## src/rtl/hazard_pkg.sv

```systemverilog
// ============================================================================
// hazard_pkg : shared types and constants for the pipeline hazard controller
// Revision   : 1.0
// ============================================================================
`default_nettype none

package hazard_pkg;

  typedef enum logic [1:0] {
    RUN      = 2'd0,
    LU_STALL = 2'd1,
    FLUSH    = 2'd2
  } state_e;

  localparam logic [4:0] REG_X0 = 5'd0;

  localparam int SQ_CNT_W = 3;
  typedef logic [SQ_CNT_W-1:0] sq_cnt_t;

endpackage

`default_nettype wire

```

## src/rtl/hazard_sat_counter.sv

```systemverilog
// ============================================================================
// hazard_sat_counter : saturating event counter with synchronous clear
// Revision           : 1.0
// ============================================================================
`default_nettype none

module hazard_sat_counter
  import hazard_pkg::*;
#(
  parameter int CNT_W = 32
) (
  input  logic             clk,
  input  logic             inc,
  input  logic             clear,
  output logic [CNT_W-1:0] count
);

  logic [CNT_W-1:0] count_q;
  logic [CNT_W-1:0] count_d;

  always_comb begin
    count_d = count_q;
    if (clear) begin
      count_d = '0;
    end else if (inc && (count_q != '1)) begin
      count_d = count_q + CNT_W'(1);
    end
  end

  always_ff @(posedge clk) begin
    count_q <= count_d;
  end

  assign count = count_q;

endmodule

`default_nettype wire

```

## src/rtl/hazard_stall_ctrl.sv

```systemverilog
// ============================================================================
// hazard_stall_ctrl : load-use stall and taken-branch squash control for the
//                     IF/ID and ID/EX registers. Optional HAZARD_PERF_CNT_EN.
// Revision          : 1.0
// ============================================================================
`default_nettype none

module hazard_stall_ctrl
  import hazard_pkg::*;
#(
  parameter int FLUSH_CYCLES = 1,
  parameter int CNT_W        = 32
) (
  input  logic             clk,
  input  logic             reset,
  input  logic [4:0]       id_rs1,
  input  logic [4:0]       id_rs2,
  input  logic             id_uses_rs2,
  input  logic             ex_mem_read,
  input  logic [4:0]       ex_rd,
  input  logic             mem_branch_taken,
  output logic             pc_write,
  output logic             ifid_write,
  output logic             ifid_flush,
  output logic             idex_bubble,
  output logic             exmem_flush,
  output logic [1:0]       state,
  output logic [CNT_W-1:0] stall_cnt,
  output logic [CNT_W-1:0] flush_cnt
);

  localparam sq_cnt_t FLUSH_LOAD = sq_cnt_t'(FLUSH_CYCLES);

  state_e  state_q, state_d;
  sq_cnt_t sq_cnt_q, sq_cnt_d;
  logic    load_use;

  assign load_use = ex_mem_read && (ex_rd != REG_X0) &&
                    ((ex_rd == id_rs1) || (id_uses_rs2 && (ex_rd == id_rs2)));

  always_ff @(posedge clk) begin
    state_q  <= state_d;
    sq_cnt_q <= sq_cnt_d;
  end

  always_comb begin
    state_d  = state_q;
    sq_cnt_d = sq_cnt_q;
    if (!reset) begin
      state_d  = RUN;
      sq_cnt_d = '0;
    end else if (mem_branch_taken) begin
      // A taken branch preempts every state, including an in-progress squash.
      if (FLUSH_CYCLES > 0) begin
        state_d  = FLUSH;
        sq_cnt_d = FLUSH_LOAD;
      end else begin
        state_d  = RUN;
        sq_cnt_d = '0;
      end
    end else begin
      case (state_q)
        RUN: begin
          if (load_use) begin
            state_d = LU_STALL;
          end
        end
        LU_STALL: begin
          state_d = RUN;
        end
        FLUSH: begin
          if (sq_cnt_q <= sq_cnt_t'(1)) begin
            state_d  = RUN;
            sq_cnt_d = '0;
          end else begin
            sq_cnt_d = sq_cnt_q - sq_cnt_t'(1);
          end
        end
        default: begin
          state_d  = RUN;
          sq_cnt_d = '0;
        end
      endcase
    end
  end

  always_comb begin
    pc_write    = 1'b1;
    ifid_write  = 1'b1;
    ifid_flush  = 1'b0;
    idex_bubble = 1'b0;
    exmem_flush = 1'b0;
    if (!reset) begin
      pc_write    = 1'b0;
      ifid_write  = 1'b0;
      ifid_flush  = 1'b1;
      idex_bubble = 1'b1;
    end else if (mem_branch_taken) begin
      ifid_flush  = 1'b1;
      idex_bubble = 1'b1;
      exmem_flush = 1'b1;
    end else begin
      case (state_q)
        RUN: begin
          if (load_use) begin
            pc_write    = 1'b0;
            ifid_write  = 1'b0;
            idex_bubble = 1'b1;
          end
        end
        FLUSH: begin
          ifid_flush = 1'b1;
        end
        default: begin
        end
      endcase
    end
  end

  assign state = state_q;

`ifdef HAZARD_PERF_CNT_EN
  logic stall_inc;
  logic flush_inc;

  assign stall_inc = reset && (state_q == RUN) && load_use && !mem_branch_taken;
  assign flush_inc = reset && mem_branch_taken;

  hazard_sat_counter #(.CNT_W(CNT_W)) u_stall_cnt (
    .clk   (clk),
    .inc   (stall_inc),
    .clear (!reset),
    .count (stall_cnt)
  );

  hazard_sat_counter #(.CNT_W(CNT_W)) u_flush_cnt (
    .clk   (clk),
    .inc   (flush_inc),
    .clear (!reset),
    .count (flush_cnt)
  );
`else
  assign stall_cnt = '0;
  assign flush_cnt = '0;
`endif

endmodule

`default_nettype wire
```

## config.mk

```make
export PLATFORM = sky130hd
export DESIGN_NAME = hazard_stall_ctrl
export DESIGN_NICKNAME = d
export VERILOG_FILES = /design/src/rtl/hazard_pkg.sv /design/src/rtl/hazard_sat_counter.sv /design/src/rtl/hazard_stall_ctrl.sv
export SDC_FILE = /design/constraint.sdc
export NUM_CORES = 1
export LEC_CHECK = 0
export BUFFER_PORTS_ARGS = -buffer_cell sky130_fd_sc_hd__buf_2
export CAP_MARGIN = 20
export CORE_MARGIN = 3
export CORE_UTILIZATION = 36
export DETAILED_ROUTE_END_ITERATION = 6
export GPL_ROUTABILITY_DRIVEN = 1
export PLACE_DENSITY_LB_ADDON = 0.05
export SETUP_SLACK_MARGIN = 0.2
export SKIP_CTS_REPAIR_TIMING = 1
export SYNTH_ARGS = -nofsm -noshare
export SYNTH_HDL_FRONTEND = slang
export SYNTH_HIERARCHICAL = 1
export SYNTH_SLANG_ARGS = --single-unit
```

## constraint.sdc

```tcl
create_clock -name clk -period 2 [get_ports clk]
set_clock_uncertainty 0.2 [all_clocks]
set_input_delay 0.3 -clock clk [delete_from_list [all_inputs] [get_ports clk]]
set_output_delay 0.3 -clock clk [all_outputs]
set_load 0.01 [all_outputs]
```

# Word level (Yosys, flattened, before mapping)
# Cells that the tools add are included.
dict set report totals {
  elab_cells 46
  out_inout_bits 71
  register_bits 5
  input_bits 20
}
dict set report op_classes {
  n_reduce_logical 10
  order_cmp 1
  muxes 20
  n_eq_ne 9
  addsub 1
  bitwise_logic 1
}
# operator n
set op_table {}
lappend op_table {{1-bit two-way mux} 14}
lappend op_table {{5-bit == test} 2}
lappend op_table {{2-bit two-way mux} 3}
lappend op_table {{3-bit != test, second input constant} 2}
lappend op_table {{3-bit one-hot mux with 2 select lines} 1}
lappend op_table {{5-bit nonzero test} 1}
lappend op_table {{2-bit != test, second input constant} 2}
lappend op_table {{2-bit one-hot mux with 2 select lines} 1}
lappend op_table {{2-bit AND reduction} 2}
lappend op_table {{2-bit OR reduction} 2}
lappend op_table {{3-bit by 1-bit less-or-equal comparator with 1-bit output, second input constant} 1}
lappend op_table {{1-bit logical AND} 3}
lappend op_table {{3-bit two-way mux} 1}
lappend op_table {{3-bit by 1-bit subtractor with 3-bit output, second input constant} 1}
lappend op_table {{2-bit by 1-bit == test with 1-bit output, second input constant} 1}
lappend op_table {{2-bit == test, second input constant} 1}
lappend op_table {{2-bit zero test} 1}
lappend op_table {{2-bit by 1-bit != test with 1-bit output, second input constant} 1}
lappend op_table {{1-bit logical OR} 1}
lappend op_table {{1-bit NOT} 1}

# Logic depth before layout (Yosys ltp)
dict set report logic_depth {
  word_depth 8
  depth_mapped 6
  mapped_depth_nobuf 6
}

# Worst setup path before layout
# Ideal clock, no wire load.
dict set report synth_timing {
  path_type {input to output}
  start {input port ex_rd[3]}
  end {output port pc_write}
  n_path_buf 1
  arrival_ns 1.337
  slack_ns 0.163
  required_time_ns 1.500
  cell_stages 5
  cell_sequence {xor2_1 > nor4_2 > a32oi_1 > o31a_1 > buf_4}
}
dict set report synth_between {
  elab_chain_cells 8
  elab_cells_between_ends 11
  classes_between {eq/ne (2); mux (4); reduce/logical (5)}
}
# item line_no
set synth_rtl {}
lappend synth_rtl {{start: declaration} hazard_stall_ctrl.sv:20} ;# input logic [4:0] ex_rd,
lappend synth_rtl {{5-bit == test} hazard_stall_ctrl.sv:39} ;# ((ex_rd == id_rs1) || (id_uses_rs2 && (ex_rd == id_rs2)));
lappend synth_rtl {{1-bit logical AND} hazard_stall_ctrl.sv:39}
lappend synth_rtl {{1-bit logical OR} hazard_stall_ctrl.sv:39}
lappend synth_rtl {{1-bit logical AND *} hazard_stall_ctrl.sv:38} ;# assign load_use = ex_mem_read && (ex_rd != REG_X0) &&
lappend synth_rtl {{1-bit two-way mux * (4 in a row)} n/a}
lappend synth_rtl {{end: declaration} hazard_stall_ctrl.sv:22} ;# output logic pc_write,
# Mark *: on every way between the ends. The rest lies on a longest branch, timed or not.

# Worst setup path after layout
dict set report layout_timing {
  start {input port ex_rd[1]}
  end {output port ifid_write}
}
dict set report layout_between {
  elab_chain_cells 8
  elab_cells_between_ends 11
  classes_between {eq/ne (2); mux (4); reduce/logical (5)}
}
# item line_no
set layout_rtl {}
lappend layout_rtl {{5-bit == test} hazard_stall_ctrl.sv:39}
lappend layout_rtl {{1-bit logical AND} hazard_stall_ctrl.sv:39}
lappend layout_rtl {{1-bit logical OR} hazard_stall_ctrl.sv:39}
lappend layout_rtl {{1-bit logical AND *} hazard_stall_ctrl.sv:38}
lappend layout_rtl {{1-bit two-way mux *} hazard_stall_ctrl.sv:105} ;# if (load_use) begin
lappend layout_rtl {{1-bit two-way mux *} hazard_stall_ctrl.sv:103} ;# case (state_q)
lappend layout_rtl {{1-bit two-way mux *} hazard_stall_ctrl.sv:98} ;# end else if (mem_branch_taken) begin
lappend layout_rtl {{1-bit two-way mux *} hazard_stall_ctrl.sv:93} ;# if (!reset) begin
lappend layout_rtl {{end: declaration} hazard_stall_ctrl.sv:23} ;# output logic ifid_write,
# Marks and branches as above.

==> tab_implementation.tex <==
\begin{tabular}{lr}
\hline
Metric & Value \\
\hline
\multicolumn{2}{l}{\textbf{Drt}} \\
Drt drc & 0 \\
Residual antenna-violating net count after detailed routing & 0 \\
Initial drt markers & 5 \\
Drt pass-1 iters & 2 \\
Via count & 580 \\
Vias/cell & 3.45 \\
Total routed wirelength & 1440 µm \\
Post-DR wirelength/cell & 8.58 µm \\
\multicolumn{2}{l}{\textbf{CTS}} \\
CTS clk-pin slew, worst paths & 0.04 ns \\
Worst-case clock buffer depth & 2 \\
H-tree level count & 1 \\
Worst-skew pair later-pin latency & 0.24 ns \\
Clk sinks & 5 \\
Num CTS Buffers & 3 \\
Clock root buffer & sky130\_fd\_sc\_hd\_\_clkbuf\_4 \\
Clock tree from TritonCTS & done \\
\multicolumn{2}{l}{\textbf{Pwr}} \\
Lkg Pwr & 0.497 nW \\
Worst supply voltage drop on vdd & 244 µV \\
Ratio of total power to cell area & 418 nW/µm² \\
Total chip power & 376 µW \\
\multicolumn{2}{l}{\textbf{Synth}} \\
Count of cell types in the netlist & 27 \\
Number of warnings reported in the yosys synthesis log & 6 \\
Post-Syn Area per Cell & 8.00 µm² \\
Total standard cell area after synthesis & 896 µm² \\
Synthesized instance count & 112 \\
Post-synthesis sequential area ratio & 0.112 \\
Number of flip-flops and latches in the synthesized netlist & 5 \\
\multicolumn{2}{l}{\textbf{Status}} \\
Outcome & completed \\
\multicolumn{2}{l}{\textbf{GRT}} \\
Most Used Layer, Global Route & met2 \\
Vias in the first global route & 453 \\
Antenna violations before repair & 0 \\
Largest net degree at the start of global routing & 7 \\
Met2 GRT Util & 0.139 \\
GR Layer Usage met1 & 0.0802 \\
Fraction of met3 tracks used by global routing & 0.0418 \\
First-pass GRT wire length & 1970 µm \\
Aggregate global routing overflow & 0 \\
Overall routing resource usage & 0.0782 \\
\multicolumn{2}{l}{\textbf{Timing}} \\
RSZ-0062 raised after global routing & yes \\
Total setup violations reported at the end of the flow & 0 \\
Final Max Tran Viols & 0 \\
Min Clock Period, post-route & 1.94 ns \\
Upper clock frequency limit & 516 MHz \\
Final clock period utilization by the worst path & 0.970 \\
Count of endpoints failing hold in the final timing report & 0 \\
\multicolumn{2}{l}{\textbf{Finish}} \\
Number of nets in the layout & 163 \\
Commonest cells after routing, fill and taps aside & sky130\_fd\_sc\_hd\_\_conb\_1, sky130\_fd\_sc\_hd\_\_buf\_2, sky130\_fd\_sc\_hd\_\_xor2\_1 \\
Share of post-route cells with drive strength above 1 & 0.271 \\
Synthesis-to-finish area growth & 0.419\% \\
Final Cell Area & 900 µm² \\
Leading cell type in the layout, fill and taps excluded & sky130\_fd\_sc\_hd\_\_conb\_1 \\
Final cell count without fillers & 168 \\
Number of filler instances in the final layout & 247 \\
Count of inserted antenna diode cells & 0 \\
\multicolumn{2}{l}{\textbf{Min path}} \\
Worst hold path type & in2reg \\
Cell depth of the worst hold path & 2 \\
\multicolumn{2}{l}{\textbf{Setup path}} \\
Critical-path maximum fanout & 3 \\
Kind of start point of the critical path & input port \\
Start-to-end type of the worst setup path & in2out \\
Setup crit end kind & output pin \\
Worst path required time & 1.50 ns \\
CP Data Arrival Time & 1.44 ns \\
Number of cells on the worst reg-to-reg path & 6 \\
\multicolumn{2}{l}{\textbf{Placed design}} \\
Placed wire-length estimate after detailed placement & 1300 µm \\
Placed Instances & 164 \\
Input/output buffers & 26 \\
RD Place Congestion & 0.705 \\
Placed standard-cell area & 810 µm² \\
\multicolumn{2}{l}{\textbf{Die}} \\
X dimension of the die & 55.9 µm \\
Area of the core region & 2280 µm² \\
Die area & 3120 µm² \\
Die Span Y & 55.9 µm \\
Number of top-level pins & 91 \\
Starting Density & 0.394 \\
Row Count & 17 \\
\multicolumn{2}{l}{\textbf{Job}} \\
Count of max-cap constraint violations & 0 \\
\hline
\end{tabular}
cell families after synthesis:
family / after synthesis / share of synthesized area
buffers and inverters: 67 / 0.553
and+or+nand+nor: 14 / 0.0950
AOI/OAI and AO/OA: 12 / 0.0992
xor gates and xnor gates: 10 / 0.0978
DFF: 5 / 0.112
adders and majority gates: 2 / 0.0279
other: 1 / 0.00419
muxes: 1 / 0.0112
sequential cells by signal, indices dropped and copies added (netlist names):
name      cells
sq_cnt_q      3
state         2
per-stage QoR:
stage / util / worst slack (ns) / hold WS (ns) / TNS [ns]
after floorplan: - / 0.163 / 0.217 / 0
after detailed placement: 0.356 / 0.0167 / 0.281 / 0
after global routing: 0.395 / 0.0189 / 0.135 / 0
after CTS: 0.367 / 0.0101 / 0.129 / 0
after global placement: 0.356 / -0.00867 / 0.276 / -0.0171
final: 0.395 / 0.0610 / 0.135 / 0
synthesized netlist by cell type:
| library cell | number | area, µm² |
|---|---|---|
| sky130_fd_sc_hd__buf_4 | 65 | 488 |
| sky130_fd_sc_hd__xor2_1 | 9 | 78.8 |
| sky130_fd_sc_hd__dfxtp_1 | 5 | 100 |
| sky130_fd_sc_hd__ha_1 | 2 | 25.0 |
| sky130_fd_sc_hd__inv_1 | 2 | 7.51 |
| sky130_fd_sc_hd__nand2_1 | 2 | 7.51 |
| sky130_fd_sc_hd__nand2b_1 | 2 | 12.5 |
| sky130_fd_sc_hd__nor2_1 | 2 | 7.51 |
| sky130_fd_sc_hd__nor3_1 | 2 | 10.0 |
| sky130_fd_sc_hd__o21a_1 | 2 | 15.0 |
| sky130_fd_sc_hd__o21ai_0 | 2 | 10.0 |
| sky130_fd_sc_hd__o21ba_2 | 2 | 20.0 |
| sky130_fd_sc_hd__a21oi_1 | 1 | 5.00 |
| sky130_fd_sc_hd__a32oi_1 | 1 | 8.76 |
| sky130_fd_sc_hd__and2_1 | 1 | 6.26 |
| sky130_fd_sc_hd__conb_1 | 1 | 3.75 |
| sky130_fd_sc_hd__mux2i_1 | 1 | 10.0 |
| sky130_fd_sc_hd__nand3b_1 | 1 | 7.51 |
| sky130_fd_sc_hd__nor2b_1 | 1 | 6.26 |
| sky130_fd_sc_hd__nor3b_1 | 1 | 7.51 |
| sky130_fd_sc_hd__nor4_2 | 1 | 12.5 |
| sky130_fd_sc_hd__o21ai_1 | 1 | 5.00 |
| sky130_fd_sc_hd__o21bai_1 | 1 | 7.51 |
| sky130_fd_sc_hd__o22a_1 | 1 | 8.76 |
| sky130_fd_sc_hd__o31a_1 | 1 | 8.76 |
| sky130_fd_sc_hd__or4_1 | 1 | 7.51 |
| sky130_fd_sc_hd__xnor2_1 | 1 | 8.76 |
final cells by class:
cell class	instances	area, µm²	share of cell area
Timing Repair Buffer	26	151	0.168
Tap cell	28	35.0	0.0389
Inverter	2	7.51	0.00834
Sequential cell	5	100	0.111
Clock buffer	4	26.3	0.0292
Multi-Input combinational cell	103	579	0.644
power by group:
| group | internal (mW) | leakage, nW | switching (mW) |
|---|---|---|---|
| Clock | 0.0755 | 0.0150 | 0.0420 |
| Sequential | 0.104 | 0.0409 | 0.00389 |
| Combinational | 0.0507 | 0.441 | 0.101 |
final timing paths:
| check | end | slack [ns] | start |
|---|---|---|---|
| setup / recovery | ifid_write | 0.06 | ex_rd[1] |
| hold / removal | sq_cnt_q[0]$_SDFFE_PN0P_ | 0.14 | reset |
| setup reg to reg | sq_cnt_q[0]$_SDFFE_PN0P_ | 0.57 | sq_cnt_q[1]$_SDFFE_PP0P_ |
| hold reg to reg | sq_cnt_q[2]$_SDFFE_PP0P_ | 0.29 | sq_cnt_q[2]$_SDFFE_PP0P_ |
critical path, cell delays in order:
cell and delay (ns):
sky130_fd_sc_hd__buf_4 0.13, sky130_fd_sc_hd__or4_4 0.53, sky130_fd_sc_hd__o21ai_4 0.18, sky130_fd_sc_hd__o31a_1 0.17
sky130_fd_sc_hd__buf_2 0.13
layer usage:
layer	wire [µm]	vias to the layer above
met5	0	-
met4	4	0
met3	223	2
met2	739	44
met1	473	248
li1	-	286
(Power assumes the default switching activity.)
